File: config.mk
export PLATFORM = sky130hd
export DESIGN_NAME = ifu
export DESIGN_NICKNAME = d
export VERILOG_FILES = /design/src/rtl/ifu_pkg.sv /design/src/rtl/ifu_pc_reg.sv /design/src/rtl/ifu.sv
export SDC_FILE = /design/constraint.sdc
export NUM_CORES = 1
export LEC_CHECK = 0
export CAP_MARGIN = 20
export CORE_ASPECT_RATIO = 1.5
export CORE_MARGIN = 1
export CORE_UTILIZATION = 45
export DETAILED_ROUTE_END_ITERATION = 10
export HOLD_SLACK_MARGIN = 0.08
export PLACE_DENSITY = 0.86
export SLEW_MARGIN = 5
export SYNTH_ARGS = -nofsm -noshare
export SYNTH_HDL_FRONTEND = slang
export SYNTH_SLANG_ARGS = --single-unit
File: constraint.sdc
create_clock -name clk -period 6.8 [get_ports clk]
set_clock_uncertainty 0.1 [all_clocks]
set_input_delay 1.36 -clock clk [delete_from_list [all_inputs] [get_ports clk]]
set_output_delay 1.36 -clock clk [all_outputs]
set_load 0.03 [all_outputs]
File: src/rtl/ifu_pkg.sv
// Shared definitions for the instruction fetch unit: FSM encoding, reset PC and alignment helper.
package ifu_pkg;

  typedef enum logic [1:0] {
    S_REQ   = 2'd0,
    S_WAIT  = 2'd1,
    S_HOLD  = 2'd2,
    S_FAULT = 2'd3
  } state_t;

  localparam logic [31:0] DEFAULT_RESET_PC = 32'h0000_3000;
  localparam logic [31:0] ALIGN_MASK       = 32'h0000_0003;

  function automatic logic is_aligned(input logic [31:0] addr);
    return (addr & ALIGN_MASK) == 32'h0;
  endfunction

endpackage

File: src/rtl/ifu_pc_reg.sv
// Architectural PC register: loads on enable, returns to the reset PC asynchronously.
module ifu_pc_reg
  import ifu_pkg::*;
#(
  parameter logic [31:0] RESET_PC = DEFAULT_RESET_PC
) (
  input  logic        clk,
  input  logic        reset,
  input  logic        load,
  input  logic [31:0] d,
  output logic [31:0] q
);

  always_ff @(posedge clk or posedge reset) begin
    if (reset) begin
      q <= RESET_PC;
    end else if (load) begin
      q <= d;
    end
  end

endmodule

File: src/rtl/ifu.sv
// Instruction fetch unit: fetches the word at pc, holds it for decode, then latches next_pc from npc.
module ifu
  import ifu_pkg::*;
#(
  parameter logic [31:0] RESET_PC    = DEFAULT_RESET_PC,
  parameter int          COUNT_WIDTH = 32
) (
  input  logic                   clk,
  input  logic                   reset,
  input  logic [31:0]            next_pc,
  output logic [31:0]            pc,
  output logic                   imem_req_valid,
  input  logic                   imem_req_ready,
  output logic [31:0]            imem_addr,
  input  logic                   imem_rsp_valid,
  input  logic [31:0]            imem_rsp_data,
  output logic                   instr_valid,
  output logic [31:0]            instr,
  input  logic                   instr_ready,
  output logic                   fault,
  output logic [COUNT_WIDTH-1:0] fetch_count,
  output state_t                 dbg_state
);

  // Handshakes: a transfer happens on the rising edge where valid and ready are both high;
  // valid never drops and its payload never changes until that edge. Responses carry no ready.

  state_t state;
  logic   pc_load;

  // The PC only moves on a decode handshake with an aligned target.
  assign pc_load = (state == S_HOLD) && instr_ready && is_aligned(next_pc);

  ifu_pc_reg #(
    .RESET_PC(RESET_PC)
  ) u_pc_reg (
    .clk  (clk),
    .reset(reset),
    .load (pc_load),
    .d    (next_pc),
    .q    (pc)
  );

  assign imem_addr = pc;
  assign dbg_state = state;

  always_ff @(posedge clk or posedge reset) begin
    if (reset) begin
      state          <= S_REQ;
      imem_req_valid <= 1'b0;
      instr          <= 32'h0;
      instr_valid    <= 1'b0;
      fault          <= 1'b0;
      fetch_count    <= '0;
    end else begin
      case (state)
        S_REQ: begin
          // req_valid comes up one edge after reset release, then stays until accepted.
          if (imem_req_valid && imem_req_ready) begin
            state          <= S_WAIT;
            imem_req_valid <= 1'b0;
          end else begin
            imem_req_valid <= 1'b1;
          end
        end
        S_WAIT: begin
          if (imem_rsp_valid) begin
            instr       <= imem_rsp_data;
            instr_valid <= 1'b1;
            state       <= S_HOLD;
          end
        end
        S_HOLD: begin
          if (instr_ready) begin
            fetch_count <= fetch_count + COUNT_WIDTH'(1);
            instr_valid <= 1'b0;
            if (is_aligned(next_pc)) begin
              state          <= S_REQ;
              imem_req_valid <= 1'b1;
            end else begin
              fault <= 1'b1;
              state <= S_FAULT;
            end
          end
        end
        S_FAULT: begin
          imem_req_valid <= 1'b0;
          instr_valid    <= 1'b0;
        end
        default: begin
          state <= S_FAULT;
        end
      endcase
    end
  end

endmodule

# After elaboration in Yosys (flattened, before gate mapping)
# Index checks and enable logic that the tools add are counted.
# classes
reduce_logical	14
n_eq_ne	7
bitwise_logic	1
add_sub_neg	1
muxes	12
# ops
cell	n
32-bit by 1-bit adder with 32-bit output (second input constant)	1
32-bit logical NOT	1
3-bit AND reduction	3
3-bit nonzero test	3
2-bit two-way mux	4
2-bit inequality test (second input constant)	3
1-bit one-hot mux with 3 select lines	2
2-bit one-hot mux with 3 select lines	1
1-bit two-way mux	5
2-bit equality test (second input constant)	2
2-bit AND reduction	2
4-bit AND reduction	1
1-bit logical AND	3
2-bit by 1-bit equality test with 1-bit output (second input constant)	1
2-bit logical NOT	1
2-bit by 1-bit inequality test with 1-bit output (second input constant)	1
1-bit NOT	1
# word_totals
in_bits	69
wordCells	42
ff_bits	101
out_inout_bits	133

# Longest topological paths before layout
# depth
ltp_word	4
depth_mapped	8
mapped_depth_nobuf	6

# Modules after synthesis
# From an unflattened synthesis, not the netlist that was laid out.
# hier_totals
hier_cells	331
hier_area_um2	4531.8
# modules_own_cells
mod	n_inst	area_per_inst_um2	cells_each
ifu	1	3180.6	262
ifu_pc_reg	1	1351.3	69

# Least setup slack after synthesis
# Ideal clock, no wire load.
# synth_timing
path_kind	input-to-reg
startpoint	in instr_ready
endpoint	reg fetch_count[25]
n_path_buf	0
cell_stages	4
setup_slack_ps	4286
arrival_time_ps	2281
required_ps	6566
path_cell_list	nand4_2 nor4_4 nand4_1 xnor2_1
# synth_via
elab_chain_cells	1
# synth_rtl
element	line_no	rtl
start: declaration	ifu.sv:19	input logic instr_ready,
2-bit AND reduction (no line)	n/a	
end signal: assignment	ifu.sv:75	fetch_count <= fetch_count + COUNT_WIDTH'(1);
end: declaration	ifu.sv:21	output logic [COUNT_WIDTH-1:0] fetch_count,
# No other way between the ends.
# A chain may end at the register's enable or synchronous reset.

# Final worst setup path
# layout_timing
startpoint	reg fetch_count[16]
endpoint	out fetch_count[16]
# No word-level cell between the ends.

==> results by group <==
CTS
  – Clock Latency Late Sink: around 0.34 ns
  – Clock tree buffer depth: 2
  – CTS tree: built
  – PostCTS Resize Cnt: 0
  – Root Driver: clkbuf_16
  – Post-CTS setup buffers: 0
  – H-tree depth: 3
  – Num CTS Buffers: 9
  – Clock-pin slew on the worst setup and hold paths: 0.07 ns
  – Post-CTS Hold Buffers: 0
  – CTS sink cnt: 101

Critical path
  – Crit path max-delay family: buffers and inverters
  – Crit-path slowest cell: clkdlybuf4s50_1
  – CP startpoint: fetch_count[16]
  – Worst path max stage delay: ~0.73 ns
  – Buf+Inv Stages, Crit Path: 1
  – Worst r2r dst: u_pc_reg.q[28]
  – Required time of the worst setup path: 5.34 ns
  – Worst Path Max Fanout: 8
  – Critical path depth: 1
  – Reg-to-Reg Start: dbg_state[0]
  – Worst Setup Start Kind: register
  – CP arrival: 1.56 ns
  – CP Capture Point: fetch_count[16]
  – Worst reg-to-reg path cell count: 6
  – Critical path class: register to output port
  – CP endpoint kind: output port
  – FF-to-FF setup slack: around 4.5 ns
  – Cell Chain, Critical Path: clkdlybuf4s50_1

Synth
  – Mapped Cells: 332
  – Most frequent cell after synthesis: dfrtp_1
  – Main synth FF type: dfrtp_1
  – Synth Net Count: 406
  – Synth top cells by count: 99 x dfrtp_1, 64 x mux2_2, 33 x buf_4, 29 x xnor2_1, 18 x nand4_1
  – Synth warn: 0
  – Seq cells post-synth: 101
  – Area contributors post-synth: dfrtp_1 56%, mux2_2 16%, xnor2_1 5.8%, buf_4 5.6%, nand4_1 2.6%
  – Sequential area share after synthesis: 57.61%
  – Syn Area/Cell: ~13 um^2
  – Async S/R FF share, synth: 100.0%
  – Post-synth EDFFs: 0
  – Synth cell types: 32
  – Yosys top cell area share: 56.41%
  – Mapped Area: 4392 um^2
  – Area leader, netlist: dfrtp_1

Global route
  – Initial antenna violation count: 0
  – Pin count of the biggest net entering global routing: 66
  – Grt ovf: 0
  – Gr usage total: 21.17%
  – Vias in the first global route: around 3,300
  – First-pass GRT wire length: 16.10 mm

Floorplan
  – DIE HEIGHT: 123.0 um
  – Initial core utilization: 46.91%
  – Io pins: 202
  – Core area: 9361 um^2
  – Die Wd: 82.66 um
  – FP Rows: 43
  – Die area: a little over 10,000 um^2

Route
  – First-pass detailed-route iteration total: 4
  – Remaining antenna violation count: 0
  – Via count: 3,164
  – Total Wirelength: 10.39 mm
  – DR DRC count: 0
  – Initial DRC count: approximately 120
  – Vias per cell: between 5 and 6
  – WL/cell: 16.65 um

STA
  – Max_slew headroom: 45.84%
  – Setup slack after layout: 3.776 ns
  – Fmax: 330.7 MHz
  – Final period util: 44.47%
  – Final-report max-slew violation count: 0
  – Worst Tran Pin Value: between 0.8 and 0.9 ns
  – Fin crit period: around 3.0 ns
  – Final setup fails: 0
  – Fin. Hold Viols: 0
  – Setup_tns: 0 ns
  – Unrepaired setup endpoints after global routing: false

Power
  – Logic pwr share: 51.9%
  – Sequential share of power: a little under a third
  – Clock power frac: 16.4%
  – Power Internal: 1771 uW
  – VDD IR max: approximately 0.00028 V
  – Power per cell area: around 460 nW/um^2
  – Leakage: 0.002752 uW
  – Switch Pwr: about 1200 uW
  – Sw frac: 40.89%

Finish
  – Share of layout cells above drive strength 1: 17.38%
  – Syn-to-layout area delta: 49.80%
  – Antenna Cells: 0
  – Nets: 581

Flow run
  – Max Cap Viol: 0

Placed design
  – Final HPWL DP: 7.762 mm
  – DP Worst Slack: roughly 3.5 ns
  – GP Congestion: roughly 0.82
  – IO Port Bufs: 201

Run status
  – Outcome: complete, no violations

Hold path
  – Worst min-delay path class: register to register
## flip-flops by register name, indices dropped and copies added, names as in the netlist
| register | cells |
|---|---|
| fault | 1 |
| instr | 32 |
| imem_req_valid | 1 |
| u_pc_reg.q | 32 |
| dbg_state | 2 |
| fetch_count | 32 |
| instr_valid | 1 |
## through the flow
step | power [uW] | instances | hold WS [ns] | util, % | instance area (um^2)
3_5_place_dp | 2532 | 608 | 0.3813 | 67.25 | 6296
6_report | 2997 | 624 | 0.3889 | 70.28 | 6579
2_1_floorplan | 1939 | 332 | 0.5533 | - | 4392
3_3_place_gp | 2487 | 608 | 0.3615 | 67.25 | 6296
4_1_cts | 3024 | 624 | 0.3923 | 70.28 | 6579
5_1_grt | 3142 | 624 | 0.4214 | 70.28 | 6579
## layout make-up
| class | instances | area [um^2] |
|---|---|---|
| multi-input combinational | 183 | 1559 |
| inverter | 8 | 32.53 |
| clock inverter | 7 | 57.56 |
| timing repair buffer | 204 | 2034 |
| sequential | 101 | 2530 |
| tap | 112 | 140.1 |
| fill | 655 | 2783 |
| clock buffer | 9 | 225.2 |
## worst min-delay path by stage
stage               startpoint              end  slack [ns]  depth (start not counted)
6_report       fetch_count[31]  fetch_count[31]        0.39                          1
5_1_grt        fetch_count[31]  fetch_count[31]        0.42                          1
4_1_cts        fetch_count[31]  fetch_count[31]        0.39                          1
3_5_place_dp   fetch_count[31]  fetch_count[31]        0.38                          1
3_3_place_gp             fault            fault        0.36                          1
2_1_floorplan  fetch_count[31]  fetch_count[31]        0.55                          1
## cells by family after synthesis
logic type,synth area share (%)
simple gates,9.544
mux,16.89
compound gates,1.311
buf+inv,7.037
fa+ha+maj,1.425
xor+xnor,6.182
flops,57.61
## layer usage
metal	share of wire (%)	global-route usage [%]	vias up
li1	-	-	1467
met1	36	23.05	1536
met2	53	37.55	144
met3	7.8	5.609	17
met4	2.6	9.375	0
met5	0	0	-
## power groups by stage
stage	logic [uW]	registers, uW	clock network, uW
after CTS	1570	954	500
after detailed placement	1570	965	0
final	1560	950	490
after floorplan	587	1350	0
after global routing	1640	982	521
after global placement	1540	949	0
## cells in the final DEF (no fill, tap or decap), types with 3 or more instances in the layout
master,netlist,final
and4_1,5,5
and2_1,4,4
mux2_2,64,64
clkinvlp_4,0,3
buf_4,33,3
nor2_1,5,5
xnor2_1,29,29
dfrtp_1,99,99
nand3_1,9,9
ha_1,5,5
and3_1,3,3
o21ai_0,3,3
nand2_1,17,17
nand4_1,18,18
inv_1,8,7
clkdlybuf4s50_1,0,201
clkbuf_16,0,9
No activity file was read; power rests on OpenSTA's default activity.
